===== src/rtl/serial_sub.sv =====
// Bit-serial subtractor A - B - Bin, LSB first, one full-subtractor step per clock; WIDTH cycles accept->done.
// No backpressure or queuing: start is honoured only in IDLE and ignored while busy or done.
module serial_sub #(
    parameter int WIDTH = 8
) (
    input  logic             clk,
    input  logic             rst_n,
    input  logic             start,
    input  logic [WIDTH-1:0] a,
    input  logic [WIDTH-1:0] b,
    input  logic             bin,
    output logic             busy,
    output logic             done,
    output logic [WIDTH-1:0] diff,
    output logic             bout
);

    localparam int CW = (WIDTH > 1) ? $clog2(WIDTH) : 1;

    typedef enum logic [1:0] {IDLE, SHIFT, DONE} state_t;

    state_t           state, state_nx;
    logic [WIDTH-1:0] sa, sb, sres, sres_nx;
    logic             br;
    logic [CW-1:0]    cnt;
    logic             d, nb, last;

    // Full-subtractor cell on the current LSBs with the registered borrow
    assign d       = sa[0] ^ sb[0] ^ br;
    assign nb      = (~sa[0] & sb[0]) | (~(sa[0] ^ sb[0]) & br);
    assign last    = (cnt == CW'(WIDTH - 1));
    assign sres_nx = (sres >> 1) | (WIDTH'(d) << (WIDTH - 1));

    always_ff @(posedge clk) begin
        if (!rst_n) begin
            state <= IDLE;
        end else begin
            state <= state_nx;
        end
    end

    always_comb begin
        state_nx = state;
        case (state)
            IDLE:    if (start) state_nx = SHIFT;
            SHIFT:   if (last)  state_nx = DONE;
            DONE:    state_nx = IDLE;
            default: state_nx = IDLE;
        endcase
    end

    always_comb begin
        busy = (state == SHIFT);
        done = (state == DONE);
    end

    always_ff @(posedge clk) begin
        if (!rst_n) begin
            sa   <= '0;
            sb   <= '0;
            sres <= '0;
            br   <= 1'b0;
            cnt  <= '0;
            diff <= '0;
            bout <= 1'b0;
        end else begin
            case (state)
                IDLE: begin
                    if (start) begin
                        sa   <= a;
                        sb   <= b;
                        br   <= bin;
                        sres <= '0;
                        cnt  <= '0;
                    end
                end
                SHIFT: begin
                    sa   <= sa >> 1;
                    sb   <= sb >> 1;
                    sres <= sres_nx;
                    br   <= nb;
                    // Hold the counter on the final bit so it never wraps
                    if (!last) begin
                        cnt <= cnt + CW'(1);
                    end else begin
                        diff <= sres_nx;
                        bout <= nb;
                    end
                end
                default: ;
            endcase
        end
    end

endmodule


===== config.mk =====
export PLATFORM = sky130hd
export DESIGN_NAME = serial_sub
export DESIGN_NICKNAME = d
export VERILOG_FILES = /design/src/rtl/serial_sub.sv
export SDC_FILE = /design/constraint.sdc
export NUM_CORES = 1
export LEC_CHECK = 0
export CORE_MARGIN = 2
export CORE_UTILIZATION = 40
export DETAILED_ROUTE_END_ITERATION = 12
export GPL_TIMING_DRIVEN = 0
export MAX_ROUTING_LAYER = met4
export PLACE_DENSITY = 0.66
export RECOVER_POWER = 100
export SYNTH_ARGS = -nofsm -noshare
export SYNTH_HDL_FRONTEND = slang
export SYNTH_SLANG_ARGS = --single-unit

===== constraint.sdc =====
create_clock -name clk -period 1.1 [get_ports clk]
set_input_delay 0.11 -clock clk [delete_from_list [all_inputs] [get_ports clk]]
set_output_delay 0.11 -clock clk [all_outputs]
set_load 0.03 [all_outputs]

; ---- Word-level counts from Yosys, hierarchy flattened
; Index checks and enable logic that the tools add are counted.
; W data, S select, Z words.
[classes]
add_sub_neg = 1
mux = 14
reduce_logical = 6
eq_ne = 6
n_bitwise = 8
[op_table]
columns = operator, n
row1 = $pmux W8 S2, 3
row2 = $mux W8, 3
row3 = $or A7 B8 Y8, 1
row4 = $mux W3, 2
row5 = $pmux W3 S2, 1
row6 = $reduce_and A2 Y1, 3
row7 = $mux W2, 2
row8 = $ne A2 B2 Y1 const B, 2
row9 = $pmux W2 S2, 1
row10 = $add A3 B1 Y3 const B, 1
row11 = $eq A3 B3 Y1 const B, 1
row12 = $reduce_and A3 Y1, 1
row13 = $and A1 B1 Y1, 2
row14 = $eq A2 B1 Y1 const B, 1
row15 = $eq A2 B2 Y1 const B, 1
row16 = $logic_not A2 Y1, 1
row17 = $ne A2 B1 Y1 const B, 1
row18 = $not A1 Y1, 2
row19 = $pmux W1 S2, 1
row20 = $reduce_bool A2 Y1, 1
row21 = $xor A1 B1 Y1, 2
row22 = $mux W1, 1
row23 = $or A1 B1 Y1, 1
[totals]
wordCells = 43
out_inout_bits = 11
input_bits = 20
register_bits = 39

; ---- Logic depth before layout (Yosys ltp)
[logic_depth]
word_depth = 5
mapped_depth = 6

; ---- Worst setup path after synthesis
; OpenSTA, ideal clock, no wires.
[synth_path]
path_kind = register -> register
start = reg cnt[0]
end = reg cnt[1]
setup_ns = 0.127
period_less_slack_ns = 1.223
setup_slack_ns = -0.123
arrival_ns = 1.096
stages_incl_launch_ff = 6
required_time_ns = 0.973
cell_sequence = dfxtp_1 ha_1 ha_1 nand2b_1 a21oi_1 o21ai_0
[synth_between]
elab_chain_cells = 3
[synth_lines]
columns = element, line_no
row1 = "start, declared", 25  ; logic [CW-1:0] cnt;
row2 = "start signal, assigned", 84  ; cnt <= cnt + CW'(1);
row3 = $add A3 B1 Y3 or $eq A3 B3 Y1 (tied branches), "84, 31"
row4 = $mux W3 or $ne A2 B2 Y1 (tied branches), n/a
row5 = $pmux W3 S2 or $reduce_and A3 Y1 (tied branches), n/a
; Parallel ways exist; a longest one is shown, timed or not. The select of a mux whose other input is x is not followed.
; A chain may end at the register's enable or synchronous reset.

; ---- Final worst setup path
[layout_path]
start = reg state[0]
end = out busy
[layout_between]
elab_chain_cells = 1
[layout_lines]
columns = element, line_no
row1 = "start, declared", 22  ; state_t state, state_nx;
row2 = "start signal, assigned", 38  ; state <= state_nx;
row3 = $eq A2 B1 Y1, 53  ; busy = (state == SHIFT);
row4 = "end, declared", 12  ; output logic busy,
; No other way between the ends.

==> reports/results.txt <==
The run finished, with violations left. The final reports fail on negative setup slack. On the critical path the largest part of the delay comes from flip-flops.

Clock tree synthesis selected as its root buffer the cell sky130_fd_sc_hd__clkbuf_8. For the pin with the worst max-slew slack, the measured transition is 0.371 ns. The synthesized instance count came out at 179. In this run the power density over the cells is 1270 nW/um^2. The later pin in the worst-skew pair is clocked with a latency of 0.29 ns. The number of pins with negative max-slew slack in the final report is 0, and the die width is 70.6 um.

The tools report the largest net degree at the start of global routing as 12. In the final layout, the share of cells above drive strength 1 is 41.6%. Subtracting the final worst setup slack from the clock period gives 1.26 ns.

The logs give 4980 um^2 for the die outline area and 20.2% for the combinational share of power. The logs give 60.6% for the final core utilization and 0 for the number of hold violations in the final report. The y dimension of the die works out to 70.6 um.

The tightest min-delay check is of the in -> reg type. The most common cell after layout, fill and taps aside is sky130_fd_sc_hd__dfxtp_1. The H-tree generated during clock tree synthesis spans 2 levels. The share of total power dissipated in sequential elements is 45.1%.

The first detailed-routing pass ran for 4 iterations. The detail-routed net length per standard cell is 14.4 um. The layout net count is 255. The tools report the share of total power in the clock network as 34.7%. TritonCTS built the clock tree. The via count normalized by instance count came out at 5.14. The worst-case IR drop observed on VDD is 0.768 mV.

Of all flip-flops after synthesis, the portion carrying an async set or reset was 0%. The number of synthesized flops with an enable pin is 0, and the relative slew slack is 75.4%. Most used routing layer in global routing: met2.

STA classifies the critical path endpoint as an output pin. Setup violations remaining at the end of the flow were counted as 37. The final critical-path share of the clock period was 114%. Along the worst path, the maximum fanout reaches 5.

The number of nets handed over by synthesis was 202. For this design the top-level I/O count stands at 31. Derived from the worst setup path, the maximum achievable clock frequency is 0.795 GHz. In this run the cell area of the synthesized design comes to 1770 um^2. The tools report the number of antenna violations at the first check in global routing as 0. The clock passes through at most 2 buffers.

The via count of the first global-routing pass was 1431; the area growth from synthesis to layout was 47.8%. For the initial cell density of the core, the log shows 41.0%. The routed design has 4.11 mm of wire. The tools report the worst hold slack after final layout as 0.229 ns. After detailed placement, the total cell area comes to 2200 um^2. Clock-pin slew was measured on the worst setup and hold paths at 0.08 ns. The largest single stage delay on the critical path is 0.37 ns. The tools report the part of the Yosys area used for sequential elements as 42.9%. The cell with the largest stage delay on the worst path was sky130_fd_sc_hd__dfxtp_4. The tools report the count of different cell masters after synthesis as 32. The floorplan has 24 rows.

The critical path is of the reg -> out type. The library cells used most frequently in the layout, excluding fill and tap cells, are sky130_fd_sc_hd__dfxtp_1 (31), sky130_fd_sc_hd__clkdlybuf4s50_1 (18), sky130_fd_sc_hd__nor2_1 (15), sky130_fd_sc_hd__nand2_1 (13), sky130_fd_sc_hd__a211oi_2 (12). In the global route stage, met2 resource usage came out at 26.6%. The total of flip-flops plus latches after synthesis was 38. Summing all non-filler instances in the final layout gives an area of 2620 um^2. In the global route stage, met3 resource usage came out at 5.27%.

The number of clock sinks was 38. The kind of launch point of the worst setup path was a flip-flop. The first global-routing pass estimated 6.77 mm of wire. Met1 usage: 22.6%. Data arrives at the worst endpoint at 1.15 ns.

The setup slack after layout was -0.158 ns. For the standby leakage power, the log shows 0.000959 uW. The total design power came out at 3340 uW. Leading register cell type out of synthesis: sky130_fd_sc_hd__dfxtp_1.

The number of I/O port buffers came out at 30. The number of vias in the routed layout is 1464, and the number of max-cap violations is 0. In the routed design, unresolved DRC markers number 0. The total internal power is 2500 uW. Across the routed clock network, the largest skew measured is 0.00602 ns. Number of inserted diodes: 0.

The most frequent cell on the critical path is sky130_fd_sc_hd__buf_6. The analysis attributes to net switching a power of 832 uW. Number of buffers created by CTS: 5. Setup repair after global routing could not meet its margin everywhere. Synthesized area per cell: 9.90 um^2.

Net switching is 24.9% of the power. Global routing consumed, over all layers together, 17.9% of the routing resources. The aggregate negative setup slack is -3.05 ns, and the weighted congestion at the end of routability-driven global placement is 0.735.

The signal on the critical path passes through nor2b_4 -> buf_6 -> buf_8 -> buf_6. After global routing the overflow that remains totals 0. After the first detailed-routing iteration, the DRC count stood at 52. The logs give 4320 um^2 for the core footprint and 0 for the residual antenna-violating net count after detailed routing. The number of warnings issued by yosys is 0, and the critical path required time is 0.99 ns. The wire-length estimate of the detail-placed layout is 2.46 mm. Number of buffer and inverter stages on the critical path: 3.
==> power by group through the flow <==
stage                     sequential, uW  combinational, uW  clock [uW]
after floorplan                     1510                367           0
after global placement              1520                503           0
after detailed placement            1520                507           0
after CTS                           1500                647        1180
after global routing                1510                722        1250
final                               1510                673        1160
==> final timing paths <==
check	to	cells after the start	slack, ns	from
setup reg to reg	sres[7]	6	-0.12	state[0]
hold / removal	sa[4]	2	0.23	rst_n
hold reg to reg	diff[1]	2	0.46	diff[1]
setup / recovery	busy	4	-0.16	state[0]
==> stage by stage <==
step	setup WS (ns)	std cells
2_1_floorplan	-0.0493	179
5_1_grt	-0.223	285
4_1_cts	-0.218	282
6_report	-0.158	285
3_5_place_dp	-0.578	261
3_3_place_gp	-0.580	261
==> kinds of logic (layout without fill, tap and decap cells) <==
group	count (synthesis)	after routing	share of synthesized area (%)
flops	38	38	42.9
mux	12	12	6.78
simple gates	63	63	18.7
compound gates	45	45	21.8
buf+inv	18	72	7.27
fa+ha+maj	3	3	2.54
==> Yosys cell counts (2+ instances only) <==
cell type,n,share of area (%)
sky130_fd_sc_hd__mux2i_1,12,6.8
sky130_fd_sc_hd__nand2b_1,6,2.1
sky130_fd_sc_hd__dfxtp_1,38,43
sky130_fd_sc_hd__buf_2,4,1.1
sky130_fd_sc_hd__buf_8,2,1.7
sky130_fd_sc_hd__nand2_1,13,2.8
sky130_fd_sc_hd__clkbuf_1,2,0.42
sky130_fd_sc_hd__nand4bb_1,2,1.3
sky130_fd_sc_hd__ha_1,2,1.4
sky130_fd_sc_hd__or2b_1,2,0.85
sky130_fd_sc_hd__o2111a_1,3,1.9
sky130_fd_sc_hd__a22oi_1,7,3.0
sky130_fd_sc_hd__a211oi_2,12,8.5
sky130_fd_sc_hd__buf_6,4,2.5
sky130_fd_sc_hd__nand3_1,8,2.3
sky130_fd_sc_hd__a21oi_1,14,4.0
sky130_fd_sc_hd__nor2_2,8,2.8
sky130_fd_sc_hd__nor2_1,19,4.0
sky130_fd_sc_hd__o21ai_0,4,1.1
sky130_fd_sc_hd__inv_1,5,1.1
==> layout make-up <==
class / instances / area, um^2
Multi-Input combinational cell: 123 / 1030
Clock buffer: 7 / 76.3
Buffer: 12 / 144
Fill cell: 379 / 1700
Sequential cell: 38 / 774
Inverter: 5 / 18.8
Timing Repair Buffer: 47 / 480
Tap cell: 52 / 65.1
Clock inverter: 1 / 30.0
==> flip-flops by register name, indices dropped and copies added, names as in the netlist <==
| name | flops |
|---|---|
| bout | 1 |
| br | 1 |
| cnt | 3 |
| diff | 8 |
| sa | 8 |
| sb | 8 |
| sres | 7 |
| state | 2 |
==> layer usage <==
layer	share of wire, %	up-vias
met3	4.1	6
met2	46	29
met1	48	688
met5	0	-
li1	-	741
met4	2.0	0
==> timing repair <==
item | CTS | global route
resized for setup | 68 | 29
endpoints found under the hold margin | 0 | 0
setup buffers | 10 | 5
cloned | 3 | 0
hold buffers | 0 | 0
pin swaps | 15 | 16
setup endpoints to repair | 49 | 41
(Power assumes the default switching activity.)
